**src/rtl/demux_dispatch_ctrl_if.sv**
```systemverilog
// Handshake bundle between an upstream producer and the dispatch block's output lanes.
// The master modport is the side that drives the inputs and the lane readies.
interface demux_dispatch_ctrl_if #(
  parameter int NUM_OUTPUT = 8,
  parameter int SEL_WIDTH  = 3,
  parameter int DATA_WIDTH = 4
);
  logic                             in_valid;
  logic                             in_ready;
  logic [DATA_WIDTH-1:0]            in_data;
  logic [SEL_WIDTH-1:0]             in_sel;
  logic                             in_bcast;
  logic                             mode_rr;
  logic [DATA_WIDTH*NUM_OUTPUT-1:0] out_data;
  logic [NUM_OUTPUT-1:0]            out_valid;
  logic [NUM_OUTPUT-1:0]            out_ready;

  modport master (
    output in_valid, in_data, in_sel, in_bcast, mode_rr, out_ready,
    input  in_ready, out_data, out_valid
  );

  modport slave (
    input  in_valid, in_data, in_sel, in_bcast, mode_rr, out_ready,
    output in_ready, out_data, out_valid
  );
endinterface

```
**src/rtl/demux_dispatch_ctrl.sv**
```systemverilog
// Single-word dispatcher: holds one accepted word and delivers it to a selected lane,
// the round-robin lane, or every lane in sequence (broadcast).
module demux_dispatch_ctrl #(
  parameter int NUM_OUTPUT = 8,
  parameter int SEL_WIDTH  = 3,
  parameter int DATA_WIDTH = 4
) (
  input  logic                   clk,
  input  logic                   rst_n,
  demux_dispatch_ctrl_if.slave   bus,
  output logic                   busy,
  output logic                   err_sel,
  input  logic                   err_clr,
  output logic [15:0]            sent_cnt
);

  typedef enum logic [1:0] {IDLE, SEND, BCAST} state_t;

  localparam logic [SEL_WIDTH:0]   NUM_OUT = (SEL_WIDTH+1)'(NUM_OUTPUT);
  localparam logic [SEL_WIDTH-1:0] LAST    = SEL_WIDTH'(NUM_OUTPUT-1);

  state_t                state_q, state_d;
  logic [DATA_WIDTH-1:0] hold_q, hold_d;
  logic [SEL_WIDTH-1:0]  lane_q, lane_d;
  logic [SEL_WIDTH-1:0]  rr_ptr_q, rr_ptr_d;
  logic                  rr_used_q, rr_used_d;
  logic                  err_q, err_d;
  logic [15:0]           cnt_q, cnt_d;
  logic                  accept, drop, done;

  function automatic logic [SEL_WIDTH-1:0] wrap_inc(input logic [SEL_WIDTH-1:0] v);
    return (v == LAST) ? '0 : v + SEL_WIDTH'(1);
  endfunction

  assign bus.in_ready = (state_q == IDLE);
  assign busy         = (state_q != IDLE);
  assign err_sel      = err_q;
  assign sent_cnt     = cnt_q;

  assign accept = bus.in_valid && (state_q == IDLE);
  assign drop   = accept && !bus.in_bcast && !bus.mode_rr && ({1'b0, bus.in_sel} >= NUM_OUT);

  // Outputs decode straight from the registered state so reset clears them at once.
  always_comb begin
    bus.out_valid = '0;
    bus.out_data  = '0;
    if (state_q != IDLE) begin
      for (int i = 0; i < NUM_OUTPUT; i++) begin
        if (lane_q == SEL_WIDTH'(i)) begin
          bus.out_valid[i]                           = 1'b1;
          bus.out_data[i*DATA_WIDTH +: DATA_WIDTH]   = hold_q;
        end
      end
    end
  end

  // Only the target lane has a valid bit set, so foreign ready bits mask out here.
  assign done = |(bus.out_valid & bus.out_ready);

  always_comb begin
    state_d   = state_q;
    hold_d    = hold_q;
    lane_d    = lane_q;
    rr_ptr_d  = rr_ptr_q;
    rr_used_d = rr_used_q;
    cnt_d     = cnt_q;
    err_d     = drop ? 1'b1 : (err_clr ? 1'b0 : err_q);
    case (state_q)
      IDLE: begin
        if (accept) begin
          if (bus.in_bcast) begin
            state_d = BCAST;
            lane_d  = '0;
            hold_d  = bus.in_data;
          end else if (bus.mode_rr) begin
            state_d   = SEND;
            lane_d    = rr_ptr_q;
            rr_used_d = 1'b1;
            hold_d    = bus.in_data;
          end else if (!drop) begin
            state_d   = SEND;
            lane_d    = bus.in_sel;
            rr_used_d = 1'b0;
            hold_d    = bus.in_data;
          end
        end
      end
      SEND: begin
        if (done) begin
          state_d = IDLE;
          cnt_d   = cnt_q + 16'd1;
          if (rr_used_q) rr_ptr_d = wrap_inc(rr_ptr_q);
        end
      end
      BCAST: begin
        if (done) begin
          cnt_d = cnt_q + 16'd1;
          if (lane_q == LAST) state_d = IDLE;
          else                lane_d  = lane_q + SEL_WIDTH'(1);
        end
      end
      default: state_d = IDLE;
    endcase
  end

  always_ff @(posedge clk or negedge rst_n) begin
    if (!rst_n) begin
      state_q   <= IDLE;
      hold_q    <= '0;
      lane_q    <= '0;
      rr_ptr_q  <= '0;
      rr_used_q <= 1'b0;
      err_q     <= 1'b0;
      cnt_q     <= '0;
    end else begin
      state_q   <= state_d;
      hold_q    <= hold_d;
      lane_q    <= lane_d;
      rr_ptr_q  <= rr_ptr_d;
      rr_used_q <= rr_used_d;
      err_q     <= err_d;
      cnt_q     <= cnt_d;
    end
  end

endmodule

```
**src/flat_wrapper.sv**
```systemverilog
// flat-port wrapper written by rule: the top's interface ports become plain ports
module demux_dispatch_ctrl_flat 
#(
  parameter int NUM_OUTPUT = 8,
  parameter int SEL_WIDTH  = 3,
  parameter int DATA_WIDTH = 4
)
  (clk, rst_n, busy, err_sel, err_clr, sent_cnt, bus_in_valid, bus_in_data, bus_in_sel, bus_in_bcast, bus_mode_rr, bus_out_ready, bus_in_ready, bus_out_data, bus_out_valid);
  demux_dispatch_ctrl_if #(.NUM_OUTPUT(NUM_OUTPUT), .SEL_WIDTH(SEL_WIDTH), .DATA_WIDTH(DATA_WIDTH)) bus_i ();
  input  logic clk;
  input  logic rst_n;
  output logic busy;
  output logic err_sel;
  input  logic err_clr;
  output logic [15:0] sent_cnt;
  input wire logic [$bits(bus_i.in_valid)-1:0] bus_in_valid;
  input wire logic [$bits(bus_i.in_data)-1:0] bus_in_data;
  input wire logic [$bits(bus_i.in_sel)-1:0] bus_in_sel;
  input wire logic [$bits(bus_i.in_bcast)-1:0] bus_in_bcast;
  input wire logic [$bits(bus_i.mode_rr)-1:0] bus_mode_rr;
  input wire logic [$bits(bus_i.out_ready)-1:0] bus_out_ready;
  output wire logic [$bits(bus_i.in_ready)-1:0] bus_in_ready;
  output wire logic [$bits(bus_i.out_data)-1:0] bus_out_data;
  output wire logic [$bits(bus_i.out_valid)-1:0] bus_out_valid;
  assign bus_i.in_valid = bus_in_valid;
  assign bus_i.in_data = bus_in_data;
  assign bus_i.in_sel = bus_in_sel;
  assign bus_i.in_bcast = bus_in_bcast;
  assign bus_i.mode_rr = bus_mode_rr;
  assign bus_i.out_ready = bus_out_ready;
  assign bus_in_ready = bus_i.in_ready;
  assign bus_out_data = bus_i.out_data;
  assign bus_out_valid = bus_i.out_valid;
  demux_dispatch_ctrl #(.NUM_OUTPUT(NUM_OUTPUT), .SEL_WIDTH(SEL_WIDTH), .DATA_WIDTH(DATA_WIDTH)) u_core (.clk(clk), .rst_n(rst_n), .bus(bus_i), .busy(busy), .err_sel(err_sel), .err_clr(err_clr), .sent_cnt(sent_cnt));
endmodule
```
**config.mk**
```make
export PLATFORM = sky130hd
export DESIGN_NAME = demux_dispatch_ctrl_flat
export DESIGN_NICKNAME = d
export VERILOG_FILES = /design/src/rtl/demux_dispatch_ctrl_if.sv /design/src/rtl/demux_dispatch_ctrl.sv /design/src/flat_wrapper.sv
export SDC_FILE = /design/constraint.sdc
export NUM_CORES = 1
export LEC_CHECK = 0
export CORE_ASPECT_RATIO = 1.25
export CORE_MARGIN = 4
export CORE_UTILIZATION = 44
export CTS_BUF_LIST = sky130_fd_sc_hd__clkbuf_8
export CTS_CLUSTER_DIAMETER = 100
export CTS_CLUSTER_SIZE = 28
export DETAILED_ROUTE_END_ITERATION = 10
export GPL_ROUTABILITY_DRIVEN = 0
export PLACE_DENSITY = 0.82
export SETUP_SLACK_MARGIN = 0.15
export SYNTH_ARGS = -nofsm -noshare
export SYNTH_HDL_FRONTEND = slang
export SYNTH_SLANG_ARGS = --single-unit
```
**constraint.sdc**
```tcl
create_clock -name clk -period 2.8 [get_ports clk]
set_clock_uncertainty 0.1 [all_clocks]
set_input_delay 0.7 -clock clk [delete_from_list [all_inputs] [get_ports clk]]
set_output_delay 0.7 -clock clk [all_outputs]
set_load 0.01 [all_outputs]
```
==> flow_metrics.tcl, run 1 <==
set metrics [dict create \
    busiest_layer "met2" \
    drv_cap 0 \
    grt_use_met2_pct 34.0 \
    synth-main-ff-cell "dfrtp_1" \
    io_buffers 77 \
    power.leakage_nw 1.53 \
    clk_path_buf_depth 2 \
    fin_area_um2 2980 \
    syn_area_um2 1920 \
    setup_viol 0 \
    status "complete, no violations" \
    end_kind "output pin" \
    crit_path_start_kind "register" \
    cp_max_fo 7 \
    async_flop_share_pct 100 \
    final_net_count 321 \
    drive_above_1_share_pct 17.8 \
    cts_made_buffers 5 \
    cellPowerDensity_nw_per_um2 831 \
    yosysTopAreaCell "dfrtp_1" \
    yosysTopAreaCellShare_pct 37.7 \
    cts.sinks 29 \
    die_y_um 81.9 \
    grt_pass1_vias 1778 \
    drt_pass1_iterations 4 \
    critPathRequiredTime_ns 2.00 \
    postPlaceCellArea_um2 2750 \
    tightest_slew_ns 0.554 \
    worst_slack_ns 0.150 \
    drc 0 \
    cts-htree-levels 2 \
    grt_setup_unrepaired "yes" \
    row_count 26 \
    drt.antenna.violating_nets 0 \
    syn_nets 233 \
    grt_use_met3_pct 7.11 \
    period_minus_slack_ns 2.65 \
    ys_types 35 \
    cts_root_buf "clkbuf_8" \
    syn_inst 199 \
    place_ws_ns 0.0463 \
    path_clk_slew_ns 0.06 \
    crit_type "reg2out" \
    hold_viol 0 \
    max_freq_mhz 377 \
    final_max_slew_viol_count 0 \
    viasPerCell 5.10 \
    grt_pass1_wl_um 8020 \
    yosysWarnings 0 \
    cts_tree "done" \
    arrival_ns 1.85 \
    synth_area_leaders "dfrtp_1 (38%), and3_1 (8.8%), ha_1 (8.5%)" \
    synth.most_common_cell "dfrtp_1" \
    grtUsageMet1_pct 20.0 \
    dp_hpwl_um 3710 \
    fillCellCount 351 \
    start_util_pct 46.2 \
    hp-class "reg2reg" \
    drt-wirelength-per-cell_um 14.9 \
    grt_overflow_total 0 \
    max-vdd-ir-drop_uv 611 \
    vias 1750 \
    grt_max_degree 30 \
    die_x_um 67.2 \
    dieArea_um2 5500 \
    tns_ns 0 \
    wl_um 5120 \
    cts_hold_buf 0 \
    yosysSeqAreaShare_pct 37.7 \
    synthToLayoutAreaGrowth_pct 54.8 \
    dr.first_iter.drc_count 102 \
    io_pins 80 \
    track_usage_pct 19.0 \
    n_antenna_cell 0 \
    synth_commonest_cells "dfrtp_1 (29), and3_1 (27), nor2_1 (15)" \
    synth_edf_count 0 \
    slew_headroom_pct 63.0 \
    coreArea_um2 4160 \
    insertion_delay_ns 0.28 \
    syn_area_per_cell_um2 9.67 \
    ys_ff_latch 29 \
    antenna_found_initial 0 \
    finalCritPeriodShare_pct 94.6 \
]
flip-flops by register name (all words and copies together) (netlist names):
signal,flops
u_core.sent_cnt,16
u_core.hold_q,4
u_core.lane_q,3
u_core.rr_ptr_q,3
u_core.state_q,2
u_core.rr_used_q,1
power breakdown:
group | internal (W) | switching, W
Combinational | 0.000741 | 0.000697
Sequential | 0.000543 | 0.000159
Clock | 0.000191 | 0.000146
path summary, 6_finish.rpt:
kind,cells after the start,to,from,slack [ns]
worst min register to register,1,u_core.sent_cnt[15],u_core.sent_cnt[15],0.36
worst max register to register,7,u_core.lane_q[1],u_core.lane_q[0],0.39
worst min-delay path,1,u_core.sent_cnt[15],u_core.sent_cnt[15],0.36
worst max-delay path,5,bus_out_data[4],u_core.state_q[0],0.15
min in group asynchronous,2,u_core.sent_cnt[13],rst_n,0.70
max in group asynchronous,2,u_core.lane_q[2],rst_n,1.62
through the flow:
| stage | hold slack, ns | utilization (%) | instances | power [W] |
|---|---|---|---|---|
| final | 0.362 | 71.5 | 343 | 0.00248 |
| after CTS | 0.370 | 70.0 | 339 | 0.00241 |
| after floorplan | 0.304 | - | 199 | 0.00142 |
| after global placement | 0.359 | 66.0 | 327 | 0.00189 |
| after global routing | 0.411 | 71.5 | 343 | 0.00267 |
| after detailed placement | 0.358 | 66.0 | 327 | 0.00192 |
area by class of cell:
type                            instances  area, um^2  share of cell area (%)
Clock inverter                          1        3.75                   0.126
Clock buffer                            6        82.6                    2.77
Tap cell                               56        70.1                    2.35
Inverter                               13        48.8                    1.64
Timing Repair Buffer                   88         862                    28.9
Multi-Input combinational cell        150        1180                    39.8
Sequential cell                        29         727                    24.4
critical path, stage by stage, from the launching register on:
cell	delay (ns)
dfrtp_1	0.36
inv_2	0.07
ha_4	0.19
nor2_2	0.23
and3_1	0.19
clkdlybuf4s50_1	0.53
per-layer routing:
layer,wire (um),up-vias,part of all wire [%]
met5,0,-,0
met4,80,0,1.6
met3,556,8,11
met2,2550,77,50
met1,1930,798,38
li1,-,867,-
cells in the final DEF, fill, tap and decap left out, types with 8 or more instances in the layout:
cell type / count
dfrtp_1: 28
and3_1: 27
nor2_1: 13
and2_1: 12
xor2_1: 10
dlygate4sd2_1: 8
buf_4: 10
nand3_1: 8
clkdlybuf4s50_1: 63
mux2_2: 9
inv_1: 12
kinds of logic (layout without fill, tap and decap cells):
family / after synthesis / after routing / synth area share (%)
flops: 29 / 29 / 37.7
xor+xnor: 15 / 15 / 6.83
mux: 13 / 13 / 7.35
other cells: 1 / 1 / 0.195
buf+inv: 21 / 108 / 4.68
compound gates: 22 / 22 / 9.43
fa+ha+maj: 13 / 13 / 8.45
simple gates: 85 / 86 / 25.4
timing repair:
action                                  CTS  global route
gates cloned                              0             1
pin swaps                                 0             2
endpoints found under the setup margin   39            32
buffers inserted                          5             3
gates resized for setup                  25             9
Note: power is estimated with default switching activity, not from simulation.
==> run 2, diff against run 1 <==
- CELL_PAD_IN_SITES_DETAIL_PLACEMENT: default -> 2
- CELL_PAD_IN_SITES_GLOBAL_PLACEMENT: default -> 2
- CORE_UTILIZATION: 44 -> 38
- DONT_BUFFER_PORTS: default -> 1
- PLACE_DENSITY: 0.82 -> default
- PLACE_DENSITY_LB_ADDON: default -> 0.1
==> flow_metrics.tcl, run 2 (synthesis gave the netlist of run 1 again) <==
set metrics [dict create \
    seq_power_share_pct 33.9 \
    wl_um 5160 \
    worst_slack_ns 0.321 \
    start_util_pct 39.8 \
    coreArea_um2 4830 \
    place_ws_ns 0.219 \
    crit_type "reg2reg" \
    track_usage_pct 16.6 \
    io_buffers 0 \
    io_pins 80 \
    crit_chain "inv_1 -> ha_1 -> buf_4 -> a21oi_1 -> a311oi_2 -> o21ai_0 -> a22oi_1 -> mux2i_1" \
    cts_made_buffers 5 \
    max_freq_mhz 403 \
    post_cts_buffers 0 \
    cts_tree "done" \
    cts.sinks 29 \
    path_clk_slew_ns 0.07 \
    grt_setup_unrepaired "yes" \
    setup_viol 0 \
    row_count 28 \
    grt_pass1_wl_um 8120 \
    final_max_slew_viol_count 0 \
    dp_hpwl_um 4000 \
    synthToLayoutAreaGrowth_pct 10.9 \
    grt_pass1_vias 1610 \
    final_cell_mix "dfrtp_1 (29), and3_1 (27), nor2_1 (14), inv_1 (13)" \
    drive_above_1_share_pct 17.2 \
    p_int_w 0.00122 \
    cts-htree-levels 2 \
    cellPowerDensity_nw_per_um2 1010 \
    status "complete, no violations" \
    max-vdd-ir-drop_uv 396 \
    n_antenna_cell 0 \
    drt.antenna.violating_nets 0 \
    slew_headroom_pct 57.8 \
    end_kind "register" \
    period_minus_slack_ns 2.48 \
    antenna_found_initial 0 \
    viasPerCell 5.67 \
    clk_path_buf_depth 2 \
    p_switching_w 0.000930 \
    power.leakage_nw 1.09 \
    finalCritPeriodShare_pct 88.5 \
    final_net_count 237 \
    die_y_um 87.6 \
    arrival_ns 2.58 \
    hold_viol 0 \
    die_x_um 71.7 \
    grt_max_degree 30 \
    tns_ns 0 \
    vias 1496 \
    final_common_cell "dfrtp_1" \
    drt-wirelength-per-cell_um 19.5 \
    critPathMaxStageDelay_ns 0.54 \
    hp-class "in2async" \
    switching_share_pct 43.3 \
    drt_pass1_iterations 4 \
    dieArea_um2 6270 \
    insertion_delay_ns 0.28 \
    cp_max_fo 11 \
    critPathRequiredTime_ns 2.90 \
    crit_path_start_kind "register" \
    cts_root_buf "clkbuf_8" \
    tightest_slew_ns 0.634 \
    largest_reg_flops 16 \
    p_clk_share_pct 21.4 \
    slowest_stage "a311oi_2" \
    grt_overflow_total 0 \
    drc 0 \
    dr.first_iter.drc_count 42 \
    p_comb_share_pct 44.7 \
    drv_cap 0 \
]
==> run 2: changes by cell type in the layout (fill, tap and decap cells not counted), sizes merged <==
cell           before  now
clkdlybuf4s50      63    0
dlygate4sd2         8    0
buf                11    5
dlymetal6s2s        6    0
bufinv              0    1
clkinvlp            0    1
inv                14   13
nor2               16   15
==> run 2: layout make-up <==
class                           count  area (um^2)
Clock buffer                        6         82.6
Clock inverter                      2         37.5
Fill cell                         534         2700
Inverter                           13         48.8
Multi-Input combinational cell    149         1110
Sequential cell                    29          726
Tap cell                           60         75.1
Timing Repair Buffer                5         50.0
==> run 2: routing by layer <==
layer	routed length [um]	track usage, %	vias to the layer above
met1	2000	17.5	739
met2	2720	31.4	63
met4	44	5.13	0
met5	0	0	-
met3	400	4.82	4
li1	-	-	690
==> run 2: per-stage QoR <==
step                cell area, um^2  utilization (%)  hold WS, ns  total power (W)  std cells
global placement               1990             41.1        0.306          0.00161        255
detailed placement             1990             41.1        0.306          0.00168        255
global route                   2130             44.1        0.123          0.00233        264
CTS                            2130             44.1        0.128          0.00217        264
finish                         2130             44.1        0.134          0.00215        264
floorplan                      1920                -        0.304          0.00142        199
==> run 2: what timing repair did <==
action,in CTS,in global routing
gates resized for setup,1,2
hold endpoints to repair,29,0
endpoints found under the setup margin,12,22
pin swaps,0,0
hold buffers,1,0
==> run 2: power by group through the flow <==
stage	Sequential (W)	Clock, W	Combinational, W
finish	0.000728	0.000460	0.000959
global route	0.000758	0.000501	0.00107
CTS	0.000725	0.000474	0.000966
detailed placement	0.000734	0	0.000945
global placement	0.000717	0	0.000898
floorplan	0.000661	0	0.000763
==> run 2: final timing paths <==
check | startpoint | end | cells past startpoint | slack [ns]
setup / recovery | u_core.lane_q[0] | u_core.state_q[0] | 8 | 0.32
hold / removal | rst_n | u_core.state_q[0] | 1 | 0.13
setup reg to reg | u_core.lane_q[0] | u_core.state_q[0] | 8 | 0.32
hold reg to reg | u_core.rr_used_q | u_core.rr_used_q | 1 | 0.45
max in group asynchronous | rst_n | u_core.sent_cnt[12] | 1 | 2.30
min in group clk | u_core.rr_used_q | u_core.rr_used_q | 1 | 0.45
==> run 2: critical path, delay by kind of cell, from the launching register on <==
kind                     cells  cell delay [ns]
flip-flops                   1             0.43
buffers and inverters        2             0.29
AO/OA/AOI/OAI                4             1.15
adder cells (fa/ha/maj)      1             0.18
multiplexers                 1             0.24
==> run 3, diff against run 2 <==
- CTS_CLUSTER_SIZE: 28 -> default
==> results of run 3 <==
No change in the layout: final DEF, timing and power equal those of run 2.
